<file path="src/rtl/uart_pkg.sv">
// Shared UART definitions: FSM states, frame constants, legal oversampling
// ratios and the parity-type encoding (common to uart_rx and uart_tx).
package uart_pkg;

  typedef enum logic [2:0] {
    IDLE   = 3'd0,
    START  = 3'd1,
    DATA   = 3'd2,
    PARITY = 3'd3,
    STOP   = 3'd4
  } state_e;

  localparam int DATA_BITS = 8;

  localparam logic [5:0] PRESCALE_8  = 6'd8;
  localparam logic [5:0] PRESCALE_16 = 6'd16;
  localparam logic [5:0] PRESCALE_32 = 6'd32;

  localparam logic PAR_EVEN = 1'b0;
  localparam logic PAR_ODD  = 1'b1;

  // Anything other than 16 or 32 collapses to 8 so the counters always
  // see a ratio they were sized for.
  function automatic logic [5:0] norm_prescale(input logic [5:0] p);
    case (p)
      PRESCALE_16: return PRESCALE_16;
      PRESCALE_32: return PRESCALE_32;
      default:     return PRESCALE_8;
    endcase
  endfunction

  // Even: XOR of the data. Odd: XNOR of the data.
  function automatic logic calc_parity(input logic [DATA_BITS-1:0] data,
                                       input logic typ);
    return (typ == PAR_ODD) ? ~^data : ^data;
  endfunction

endpackage

</file>
<file path="src/rtl/uart_rx_sampler.sv">
// Oversampling front end: edge counter within a bit, bit counter within a
// frame, and a 3-point majority vote around the bit centre.
module uart_rx_sampler
  import uart_pkg::*;
(
  input  logic       clk,
  input  logic       rstn,
  input  logic       active,
  input  logic       in_frame,
  input  logic       rx,
  input  logic [5:0] prescale,
  output logic       bit_done,
  output logic       bit_val,
  output logic [3:0] bit_cnt
);

  logic [5:0] edge_cnt;
  logic [5:0] half;
  logic [2:0] samples;
  logic       last_edge;

  assign half      = {1'b0, prescale[5:1]};
  assign last_edge = (edge_cnt == (prescale - 6'd1));
  assign bit_done  = in_frame && last_edge;
  assign bit_val   = (samples[0] & samples[1]) |
                     (samples[0] & samples[2]) |
                     (samples[1] & samples[2]);

  // Edge counter: the start-detect cycle is edge 0, so it counts whenever
  // a frame is in progress or is starting this cycle.
  always_ff @(posedge clk or negedge rstn) begin
    if (!rstn) begin
      edge_cnt <= 6'd0;
    end else if (!active || last_edge) begin
      edge_cnt <= 6'd0;
    end else begin
      edge_cnt <= edge_cnt + 6'd1;
    end
  end

  // Bit counter is forced to 0 in IDLE so a back-to-back start begins clean.
  always_ff @(posedge clk or negedge rstn) begin
    if (!rstn) begin
      bit_cnt <= 4'd0;
    end else if (!in_frame) begin
      bit_cnt <= 4'd0;
    end else if (last_edge) begin
      bit_cnt <= bit_cnt + 4'd1;
    end
  end

  // Capture the three samples around the bit centre; all are rewritten
  // every bit before the vote is consumed at the last edge.
  always_ff @(posedge clk or negedge rstn) begin
    if (!rstn) begin
      samples <= 3'b111;
    end else if (active) begin
      if (edge_cnt == (half - 6'd1)) samples[0] <= rx;
      if (edge_cnt == half)          samples[1] <= rx;
      if (edge_cnt == (half + 6'd1)) samples[2] <= rx;
    end
  end

endmodule

</file>
<file path="src/rtl/uart_rx.sv">
// UART receiver: start detection, frame FSM, deserializer, parity and stop
// checks, and the registered result pulses.
//
// state  | meaning
// IDLE   | line idle, waiting for RX_IN low
// START  | start bit; a sampled 1 is a glitch and aborts
// DATA   | 8 data bits, LSB first, shifted in
// PARITY | optional parity bit, compared to computed parity
// STOP   | stop bit; result pulses issued when it ends
module uart_rx
  import uart_pkg::*;
(
  input  logic       clk,
  input  logic       rstn,
  input  logic       RX_IN,
  input  logic [5:0] prescale,
  input  logic       par_en,
  input  logic       par_typ,
  output logic [7:0] P_DATA,
  output logic       data_valid,
  output logic       par_err,
  output logic       stp_err
);

  state_e state, state_nxt;

  logic [5:0]           presc_q;
  logic                 par_en_q;
  logic                 par_typ_q;
  logic [DATA_BITS-1:0] shift_reg;
  logic                 par_fail;

  logic       start_det;
  logic       in_frame;
  logic       bit_done;
  logic       bit_val;
  logic [3:0] bit_cnt;
  logic       shift_en;
  logic       par_chk;
  logic       stop_chk;

  assign start_det = (state == IDLE) && !RX_IN;
  assign in_frame  = (state != IDLE);

  uart_rx_sampler u_sampler (
    .clk      (clk),
    .rstn     (rstn),
    .active   (in_frame || start_det),
    .in_frame (in_frame),
    .rx       (RX_IN),
    .prescale (presc_q),
    .bit_done (bit_done),
    .bit_val  (bit_val),
    .bit_cnt  (bit_cnt)
  );

  // State register.
  always_ff @(posedge clk or negedge rstn) begin
    if (!rstn) begin
      state <= IDLE;
    end else begin
      state <= state_nxt;
    end
  end

  // Next-state decode and per-bit strobes for the datapath.
  always_comb begin
    state_nxt = state;
    shift_en  = 1'b0;
    par_chk   = 1'b0;
    stop_chk  = 1'b0;
    case (state)
      IDLE: begin
        if (!RX_IN) state_nxt = START;
      end
      START: begin
        if (bit_done) state_nxt = bit_val ? IDLE : DATA;
      end
      DATA: begin
        if (bit_done) begin
          shift_en = 1'b1;
          if (bit_cnt == 4'(DATA_BITS)) state_nxt = par_en_q ? PARITY : STOP;
        end
      end
      PARITY: begin
        if (bit_done) begin
          par_chk   = 1'b1;
          state_nxt = STOP;
        end
      end
      STOP: begin
        if (bit_done) begin
          stop_chk  = 1'b1;
          state_nxt = IDLE;
        end
      end
      default: state_nxt = IDLE;
    endcase
  end

  // Frame configuration is frozen at start detection.
  always_ff @(posedge clk or negedge rstn) begin
    if (!rstn) begin
      presc_q   <= PRESCALE_8;
      par_en_q  <= 1'b0;
      par_typ_q <= PAR_EVEN;
    end else if (start_det) begin
      presc_q   <= norm_prescale(prescale);
      par_en_q  <= par_en;
      par_typ_q <= par_typ;
    end
  end

  // Deserializer: first received bit ends up in bit 0.
  always_ff @(posedge clk or negedge rstn) begin
    if (!rstn) begin
      shift_reg <= '0;
    end else if (shift_en) begin
      shift_reg <= {bit_val, shift_reg[DATA_BITS-1:1]};
    end
  end

  // Parity result is held until the stop bit reports it.
  always_ff @(posedge clk or negedge rstn) begin
    if (!rstn) begin
      par_fail <= 1'b0;
    end else if (start_det) begin
      par_fail <= 1'b0;
    end else if (par_chk) begin
      par_fail <= (bit_val != calc_parity(shift_reg, par_typ_q));
    end
  end

  // Result pulses and output byte, registered on the stop-bit's last edge.
  always_ff @(posedge clk or negedge rstn) begin
    if (!rstn) begin
      P_DATA     <= 8'h00;
      data_valid <= 1'b0;
      par_err    <= 1'b0;
      stp_err    <= 1'b0;
    end else begin
      data_valid <= 1'b0;
      par_err    <= 1'b0;
      stp_err    <= 1'b0;
      if (stop_chk) begin
        par_err <= par_fail;
        stp_err <= !bit_val;
        if (!par_fail && bit_val) begin
          data_valid <= 1'b1;
          P_DATA     <= shift_reg;
        end
      end
    end
  end

endmodule

</file>
<file path="config.mk">
export PLATFORM = sky130hd
export DESIGN_NAME = uart_rx
export DESIGN_NICKNAME = d
export VERILOG_FILES = /design/src/rtl/uart_pkg.sv /design/src/rtl/uart_rx_sampler.sv /design/src/rtl/uart_rx.sv
export SDC_FILE = /design/constraint.sdc
export NUM_CORES = 1
export LEC_CHECK = 0
export CAP_MARGIN = 30
export CORE_ASPECT_RATIO = 1.25
export CORE_MARGIN = 2
export CORE_UTILIZATION = 50
export DETAILED_ROUTE_END_ITERATION = 10
export PLACE_DENSITY_LB_ADDON = 0.1
export SLEW_MARGIN = 20
export SYNTH_ARGS = -nofsm -noshare
export SYNTH_HDL_FRONTEND = slang
export SYNTH_HIERARCHICAL = 1
export SYNTH_SLANG_ARGS = --single-unit
</file>
<file path="constraint.sdc">
create_clock -name clk -period 2.2 [get_ports clk]
set_input_delay 0.44 -clock clk [delete_from_list [all_inputs] [get_ports clk]]
set_output_delay 0.44 -clock clk [all_outputs]
set_load 0.03 [all_outputs]
</file>
==> results of run 1 <==
cell usage in the layout (no fill, tap or decap), types with 4 or more instances in the layout:
cell type / instances
buf_4: 24
mux2_4: 6
nand2_1: 21
o21ai_0: 5
dfstp_2: 4
conb_1: 12
nand3_1: 9
inv_1: 8
nor3_2: 4
clkbuf_8: 5
nand2b_1: 5
xor2_1: 9
a21oi_1: 6
mux2i_1: 4
clkdlybuf4s50_1: 20
xnor2_1: 14
mux2_2: 14
nor2_1: 12
dfrtp_1: 36
ha_1: 6
through the flow:
stage	cells	power [W]	util
floorplan	235	0.00210	-
CTS	340	0.00324	0.652
global placement	329	0.00244	0.617
finish	343	0.00330	0.667
global route	343	0.00351	0.667
detailed placement	329	0.00247	0.617
report_power, final:
| group | total (W) | switching [W] | leakage, nW | internal (W) |
|---|---|---|---|---|
| Clock | 0.000715 | 0.000265 | 0.0681 | 0.000451 |
| Sequential | 0.00107 | 0.000157 | 0.545 | 0.000917 |
| Combinational | 0.00152 | 0.000757 | 0.835 | 0.000758 |
cells by family (layout without fill, tap and decap cells):
kind of cell | after synthesis | count (layout)
mux | 25 | 25
fa+ha+maj | 7 | 7
flops | 41 | 41
xor+xnor | 28 | 28
other cells | 1 | 12
simple gates | 81 | 82
compound gates | 23 | 23
buf+inv | 18 | 65
worst paths after layout:
kind                            slack (ns)            to        from  depth (start not counted)
worst max-delay path                 0.009  shift_reg[7]  presc_q[3]                          9
min in group clk                      0.51     P_DATA[7]   P_DATA[7]                          1
worst max register to register       0.009  shift_reg[7]  presc_q[3]                          9
worst min-delay path                  0.20     P_DATA[7]        rstn                          2
worst min register to register        0.51     P_DATA[7]   P_DATA[7]                          1
max in group asynchronous             1.62    presc_q[4]        rstn                          2
area by class of cell:
cell class,instances,area (sq um),area share
Clock buffer,5,68.8,0.0216
Clock inverter,3,65.1,0.0205
Inverter,10,40.0,0.0126
Multi-Input combinational cell,177,1470,0.463
Sequential cell,41,1030,0.325
Tap cell,60,75.1,0.0236
Timing Repair Buffer,47,425,0.134
per-layer routing:
metal,up-vias,GRT usage,part of all wire
met2,18,0.369,0.54
met1,869,0.244,0.42
met5,-,0,0
li1,876,-,-
met3,9,0.0324,0.020
met4,0,0.0796,0.019
repair_timing:
action                                  CTS  global route
setup buffers                             3             2
endpoints found under the setup margin   18            20
gates cloned                              0             1
gates resized for setup                   3             9
pin swaps                                 1             2
==> flow_metrics.env, run 1 <==
export IMPL_status="finished clean"
export IMPL_fp_row_count=28
export IMPL_slowest_stage="dfstp_2"
export IMPL_drv_slew=0
export IMPL_synth_top_cell_area_share=0.373
export IMPL_vias=1772
export IMPL_vias_per_cell=5.17
export IMPL_rsz0062_at_grt="true"
export IMPL_skew_ns=0.00459
export IMPL_synthArstFlopShare=1.00
export IMPL_dp_hpwl_mm=3.63
export IMPL_layout_drive_gt1_share=0.311
export IMPL_slowest_delay_ns=0.62
export IMPL_worstSetupPathType="register to register"
export IMPL_hold_viol=0
export IMPL_clock_latency_ns=0.30
export IMPL_n_fill_cell=397
export IMPL_avgSynthCellArea_sq_um=11.1
export IMPL_start_util=0.521
export IMPL_postCtsHoldBufs=0
export IMPL_synthTopCellsByArea="dfrtp_1, mux2_2, xnor2_1, dfstp_2, xor2_1"
export IMPL_dr_pass1_iters=4
export IMPL_tns_ns=0
export IMPL_fin_area_sq_um=3180
export IMPL_grt_pass1_wl_mm=8.43
export IMPL_core_area_sq_um=4760
export IMPL_drt_total_wl_mm=5.05
export IMPL_cts_tree="yes"
export IMPL_clk_transition_reported_paths_ns=0.08
export IMPL_fin_ws_ns=0.00920
export IMPL_drv_cap=0
export IMPL_grt_use_total=0.205
export IMPL_die_area_sq_um=5550
export IMPL_ys_warnings_count=6
export IMPL_dp_slack_ns=-0.0211
export IMPL_pin_count=22
export IMPL_synth_fa_ha_area_frac=0.0343
export IMPL_cts_buffers=5
export IMPL_max_freq_ghz=0.456
export IMPL_cts_root_buf="clkbuf_8"
export IMPL_startpoint_type="register"
export IMPL_syn_cell_area_sq_um=2480
export IMPL_n_antenna_cell=0
export IMPL_synth_edf_count=0
export IMPL_ys_flop_type="dfrtp_1"
export IMPL_area_growth_pct=28.1
export IMPL_drt_iter0_markers=51
export IMPL_synth_compound_area_share=0.0766
export IMPL_yosys_top_cells_count="dfrtp_1, nand2_1, mux2_2"
export IMPL_ant_nets=0
export IMPL_io_buffers=21
export IMPL_die_w_microns=67.0
export IMPL_path_cells="xor2_2, and3_4, o221ai_4, nor2_4, and2_4, inv_4, nor3_4, buf_12, mux2_2"
export IMPL_drc=0
export IMPL_synth_seq_area_share=0.415
export IMPL_die_h_microns=82.8
export IMPL_fin_crit_sh=0.996
export IMPL_globalplace_congestion=0.785
export IMPL_wl_per_cell_microns=14.7
export IMPL_overflow=0
export IMPL_worstPathArrival_ns=2.38
export IMPL_hold_class="primary input to asynchronous set/reset pin"
export IMPL_worst_pin_slew_ns=0.525
export IMPL_path_buf_inv=2
export IMPL_yosys_area_share_simple=0.203
export IMPL_maxSlewHeadroom=0.650
export IMPL_antenna_found_initial=0
export IMPL_yosysMostFrequentCell="dfrtp_1"
export IMPL_synth_top_family_by_area="simple AND/OR/NAND/NOR gates"
export IMPL_crit_fanout=8
export IMPL_power_density_nw_per_um2=1040
export IMPL_grt_max_degree=42
export IMPL_max_vdd_ir_drop_mv=0.644
export IMPL_crit_family="simple AND/OR/NAND/NOR gates"
export IMPL_synthMuxAreaShare=0.114
export IMPL_cp_required_ns=2.39
export IMPL_nets=299
export IMPL_period_needed_ns=2.19
export IMPL_cts_sinks=41
export IMPL_grt_pass1_vias=1831
export IMPL_hold_ws_ns=0.197
export IMPL_clk_path_buf_depth=2
export IMPL_crit_path_end_kind="register"
export IMPL_p_leak_nw=1.45
export IMPL_synth_top_cell_by_area="dfrtp_1"
export IMPL_place_area_sq_um=2940
export IMPL_htreeDepth=2
export IMPL_synth_xor_area_frac=0.115
export IMPL_synth_seq_cells=41
export IMPL_setup_viol=0
export IMPL_syn_inst=224
export IMPL_yosysUniqueCellTypes=54
No activity file was read; power rests on OpenSTA's default activity.
==> run 2, diff against run 1 <==
--- a/config.mk
+++ b/config.mk
@@ -9,6 +9,7 @@
 export CORE_ASPECT_RATIO = 1.25
 export CORE_MARGIN = 2
 export CORE_UTILIZATION = 50
+export CTS_CLUSTER_DIAMETER = 40
 export DETAILED_ROUTE_END_ITERATION = 10
 export PLACE_DENSITY_LB_ADDON = 0.1
 export SLEW_MARGIN = 20
==> results of run 2 <==
The final DEF is identical to that of run 1; final timing and power are the same.
==> run 3, diff against run 2 <==
--- a/config.mk
+++ b/config.mk
@@ -11,7 +11,9 @@
 export CORE_UTILIZATION = 50
 export CTS_CLUSTER_DIAMETER = 40
 export DETAILED_ROUTE_END_ITERATION = 10
+export GPL_ROUTABILITY_DRIVEN = 1
 export PLACE_DENSITY_LB_ADDON = 0.1
+export RECOVER_POWER = 100
 export SLEW_MARGIN = 20
 export SYNTH_ARGS = -nofsm -noshare
 export SYNTH_HDL_FRONTEND = slang
==> run 3 against run 2 <==
Effect of this change:
- sequential share of layout area up 0.077 points
- fmax about the same
- clock skew shrank 0.00087 ns
- count of clock-buffer cells in the layout unchanged
- worst hold slack gained 0.19 ns
- register-to-register slack barely moved
- die area is the same
- combinational power about the same
- clock power barely moved
- setup slack hardly changed
- sequential power about the same
==> flow_metrics.env, run 3 (same netlist as run 1, synthesis figures left out) <==
export IMPL_die_w_microns=67.0
export IMPL_crit_path_end_kind="register"
export IMPL_layout_drive_gt1_share=0.307
export IMPL_drv_slew=0
export IMPL_dp_hpwl_mm=3.63
export IMPL_io_buffers=21
export IMPL_fin_ws_ns=0.00959
export IMPL_worstPathArrival_ns=2.37
export IMPL_startpoint_type="register"
export IMPL_grt_pass1_wl_mm=8.43
export IMPL_period_needed_ns=2.19
export IMPL_clk_transition_reported_paths_ns=0.08
export IMPL_nets=299
export IMPL_die_area_sq_um=5550
export IMPL_core_area_sq_um=4760
export IMPL_max_freq_ghz=0.457
export IMPL_cts_sinks=41
export IMPL_mostFrequentLayoutCells="dfrtp_1, buf_4, nand2_1"
export IMPL_fin_area_sq_um=3170
export IMPL_tns_ns=0
export IMPL_dp_slack_ns=-0.0211
export IMPL_vias_per_cell=5.13
export IMPL_grt_pass1_vias=1831
export IMPL_n_fill_cell=397
export IMPL_path_cells="xor2_2, and3_4, o221ai_4, nor2_4, and2_4, inv_4, nor3_4, buf_12, mux2_2"
export IMPL_power_density_nw_per_um2=1040
export IMPL_fp_row_count=28
export IMPL_multi_input_area_sq_um=1470
export IMPL_area_growth_pct=27.8
export IMPL_drt_total_wl_mm=5.05
export IMPL_drc=0
export IMPL_die_h_microns=82.8
export IMPL_dr_pass1_iters=4
export IMPL_place_area_sq_um=2940
export IMPL_fin_crit_sh=0.996
export IMPL_maxSlewHeadroom=0.317
export IMPL_overflow=0
export IMPL_clock_latency_ns=0.29
export IMPL_wl_per_cell_microns=14.7
export IMPL_drv_cap=0
export IMPL_slowest_stage="dfstp_2"
export IMPL_htreeDepth=2
export IMPL_hold_viol=0
export IMPL_vias=1760
export IMPL_postCtsHoldBufs=0
export IMPL_ant_nets=0
export IMPL_p_leak_nw=1.45
export IMPL_grt_max_degree=42
export IMPL_rsz0062_at_grt="true"
export IMPL_cts_buffers=5
export IMPL_n_antenna_cell=0
export IMPL_power_w=0.00330
export IMPL_worstSetupPathType="register to register"
export IMPL_antenna_found_initial=0
export IMPL_cp_required_ns=2.38
export IMPL_clk_path_buf_depth=2
export IMPL_crit_fanout=8
export IMPL_cts_root_buf="clkbuf_8"
export IMPL_grt_use_total=0.205
export IMPL_drt_iter0_markers=44
export IMPL_cts_tree="yes"
export IMPL_max_vdd_ir_drop_mv=0.612
export IMPL_pin_count=22
export IMPL_slowest_delay_ns=0.62
export IMPL_globalplace_congestion=0.785
export IMPL_status="finished clean"
export IMPL_skew_ns=0.00372
export IMPL_register_area_sq_um=1030
export IMPL_hold_class="primary input to asynchronous set/reset pin"
export IMPL_start_util=0.521
export IMPL_setup_viol=0
export IMPL_final_common_cell="dfrtp_1"
export IMPL_worst_pin_slew_ns=1.02
-- run 3: cell types whose count changed in the layout (fill, tap and decap cells not counted), sizes merged --
cell and delta:
buf -1, clkbuf +1
-- run 3: layout make-up --
cell class                      instances  share of cell area
Multi-Input combinational cell        177               0.463
Sequential cell                        41               0.325
Timing Repair Buffer                   47               0.133
Tap cell                               60              0.0237
Clock buffer                            5              0.0217
Clock inverter                          3              0.0205
Inverter                               10              0.0126
-- run 3: repair_timing --
action / 4_1_cts / 5_1_grt
setup buffers: 3 / 2
pin swaps: 1 / 2
resized for setup: 3 / 9
gates cloned: 0 / 1
setup endpoints to repair: 18 / 20
-- run 3: path summary, 6_finish.rpt --
| path | startpoint | endpoint | slack, ns | cells past startpoint |
|---|---|---|---|---|
| min reg2reg | P_DATA[7] | P_DATA[7] | 0.51 | 1 |
| min | rstn | P_DATA[7] | 0.39 | 2 |
| max | presc_q[3] | shift_reg[7] | 0.01 | 9 |
| max in group asynchronous | rstn | presc_q[4] | 1.12 | 2 |
| max reg2reg | presc_q[3] | shift_reg[7] | 0.01 | 9 |
| min in group clk | P_DATA[7] | P_DATA[7] | 0.51 | 1 |
-- run 3: power by group --
group / internal [W] / leakage, nW / switching, W
sequential: 0.000917 / 0.545 / 0.000154
combinational: 0.000754 / 0.834 / 0.000759
clock: 0.000451 / 0.0681 / 0.000261
total: 0.00212 / 1.45 / 0.00117
-- run 3: routing by layer --
metal / routed length [microns] / vias up / track usage / part of all wire
li1: - / 876 / - / -
met1: 2130 / 859 / 0.244 / 0.42
met2: 2740 / 17 / 0.369 / 0.54
met3: 98 / 8 / 0.0324 / 0.019
met4: 83 / 0 / 0.0796 / 0.016
met5: 0 / - / 0 / 0
-- run 3: critical path, delay by kind of cell (launching register included) --
family,cells,cell delay (ns)
and+or+nand+nor,4,0.64
xor gates and xnor gates,1,0.18
DFF,1,0.62
muxes,1,0.33
buffers and inverters,2,0.19
AOI/OAI and AO/OA,1,0.11
-- run 3: stage by stage --
step	instances	util	hold WS, ns
after global placement	329	0.617	0.491
after global routing	343	0.666	0.495
final	343	0.666	0.392
after floorplan	235	-	0.144
after detailed placement	329	0.617	0.492
after CTS	340	0.652	0.207
==> patch: new RTL, config.mk and constraints of run 1 <==
Register the inputs `RX_IN`, `prescale`, `par_en` and `par_typ` before use, without a reset. The logic sees them one clock later.
--- a/src/rtl/uart_rx.sv
+++ b/src/rtl/uart_rx.sv
@@ -23,4 +23,16 @@
 );
 
+  logic RX_IN_q;
+  logic [5:0] prescale_q;
+  logic par_en_r;
+  logic par_typ_r;
+
+  always_ff @(posedge clk) begin
+    RX_IN_q    <= RX_IN;
+    prescale_q <= prescale;
+    par_en_r   <= par_en;
+    par_typ_r  <= par_typ;
+  end
+
   state_e state, state_nxt;
 
@@ -40,5 +52,5 @@
   logic       stop_chk;
 
-  assign start_det = (state == IDLE) && !RX_IN;
+  assign start_det = (state == IDLE) && !RX_IN_q;
   assign in_frame  = (state != IDLE);
 
@@ -48,5 +60,5 @@
     .active   (in_frame || start_det),
     .in_frame (in_frame),
-    .rx       (RX_IN),
+    .rx       (RX_IN_q),
     .prescale (presc_q),
     .bit_done (bit_done),
@@ -72,5 +84,5 @@
     case (state)
       IDLE: begin
-        if (!RX_IN) state_nxt = START;
+        if (!RX_IN_q) state_nxt = START;
       end
       START: begin
@@ -106,7 +118,7 @@
       par_typ_q <= PAR_EVEN;
     end else if (start_det) begin
-      presc_q   <= norm_prescale(prescale);
-      par_en_q  <= par_en;
-      par_typ_q <= par_typ;
+      presc_q   <= norm_prescale(prescale_q);
+      par_en_q  <= par_en_r;
+      par_typ_q <= par_typ_r;
     end
   end
Formal check against the unedited RTL: same outputs for any inputs over 10 cycles, from zero or initial values and one cycle with rstn low; that may be too few to reach the edited logic, so the function may still have changed.
==> patch against run 1 <==
- non-clock buffer count down 2
- area after synthesis up 7.3%
- the flow now finishes with violations (setup timing)
- largest cell class unchanged
- total power up 0.13%
- cell area up 5.2%
- via count up 1.1%
- clock power down 11%
- sequential cell count up 9
- wire length up 2.4%
- critical path depth unchanged
- count of clock-buffer cells in the layout up 1
- setup slack worse by 0.096 ns
- utilization down 1.4 points
- die area up 6.9%
==> patch: results (changes against run 1) <==
[cells_and_area]
stdcell_count=352  ; was 343
nClkBuffers=6  ; was 5
nonClkBufAreaFrac_pct=12.3  ; was 13.4%
nNonClkBuffers=45  ; was 47
layout-drive-gt1-share_pct=28.3  ; was 31.1%
multi_input_area_um2=1500  ; was 1470 µm²
area_growth_pct=25.6  ; was 28.1%
nets=306  ; was 299
clock_area_share_pct=3.29  ; was 4.21%
inv_count=10  ; unchanged
fillers=407  ; was 397

[setup_path]
slowest_stage=dfstp_2  ; unchanged
cp.arrival_ns=2.48  ; was 2.38 ns
critPathMaxFanout=5  ; was 8

[yosys]
ys_top_cells_by_count=37 x dfrtp_1, 18 x nand2_1, 15 x xnor2_1  ; was 37 x dfrtp_1, 21 x nand2_1, 18 x mux2_2
synth-seq-area-share_pct=45.5  ; was 41.5%
yosys.cell_types.count=60  ; was 54
synthAdderAreaFrac_pct=3.19  ; was 3.43%
synth_area_leaders=dfrtp_1 35%, dfxtp_1 6.8%, xnor2_1 4.9%  ; was dfrtp_1 37%, mux2_2 8.2%, xnor2_1 5.3%
muxShareOfSynthArea_pct=10.1  ; was 11.4%
synth_xor_area_share_pct=10.7  ; was 11.5%
synth-compound-area-share_pct=7.94  ; was 7.66%
netlist.area_leader.share_pct=34.8  ; was 37.3%
syn_avg_cell_area_um2=11.4  ; was 11.1 µm²
synth_async_sr_flop_share_pct=82.0  ; was 100%
netlist_area_um2=2660  ; was 2480 µm²

[power]
p_int_mw=2.13  ; about the same
comb_power_mw=1.44  ; was 1.52 mW
peakVddDrop_mv=0.556  ; was 0.644 mV
p_seq_share_pct=37.2  ; was 32.5%
leakage_nw=1.52  ; was 1.45 nW
p_per_area_nw_per_um2=989  ; was 1040 nW/µm²

[sta]
setup_tns_ns=-0.600  ; was 0 ns
setup-violations-final=12  ; was 0
finalClockSkew_ns=0.00689  ; was 0.00459 ns
whs_ns=0.0884  ; was 0.197 ns
worst_slack_ns=-0.0872  ; was 0.00920 ns
worst_pin_slew_ns=0.592  ; was 0.525 ns

[placed_design]
pre_cts_ws_ns=-0.0389  ; was -0.0211 ns
placed_cell_area_um2=3080  ; was 2940 µm²
place.gp.congestion=0.808  ; was 0.785
hpwl_mm=3.61  ; was 3.63 mm
dpl.cell_count=336  ; was 329

[outcome]
outcome=finished, violations left  ; was completed
violations=setup timing

[route]
viasPerCell=5.09  ; was 5.17
wire_per_inst_um=14.7  ; about the same
drt_iter0_drc=83  ; was 51

[cts]
cts_setup_buffers=2  ; was 3
cts.repair.resized=0  ; was 3
cts.sinks=50  ; was 41

[global_route]
grt_pass1_vias=1785  ; was 1831
grt_pass1_wl_mm=8.29  ; was 8.43 mm

## patch: cell types whose count changed after synthesis, moves of 2 or more
cell / before / now
mux2_1: 1 / 9
a21oi_1: 6 / 3
nand2b_1: 5 / 7
dfxtp_1: 0 / 9
mux2_2: 18 / 10
nand2_1: 21 / 18
## patch: path summary, 6_finish.rpt
check | startpoint | to
setup / recovery | presc_q[3] | P_DATA[1]
hold / removal | rstn | P_DATA[5]
setup reg to reg | presc_q[3] | P_DATA[1]
hold reg to reg | par_typ_r | par_typ_q
max in group asynchronous | rstn | u_sampler/samples[0]
min in group clk | par_typ_r | par_typ_q
## patch: layer usage
| layer | wire [µm] | track usage, % | up-vias | part of all wire [%] |
|---|---|---|---|---|
| li1 | - | - | 900 | - |
| met2 | 2690 | 32.0 | 22 | 52 |
| met3 | 120 | 3.17 | 7 | 2.3 |
| met1 | 2240 | 20.2 | 862 | 43 |
| met4 | 116 | 8.20 | 0 | 2.2 |
| met5 | 0 | 0 | - | 0 |
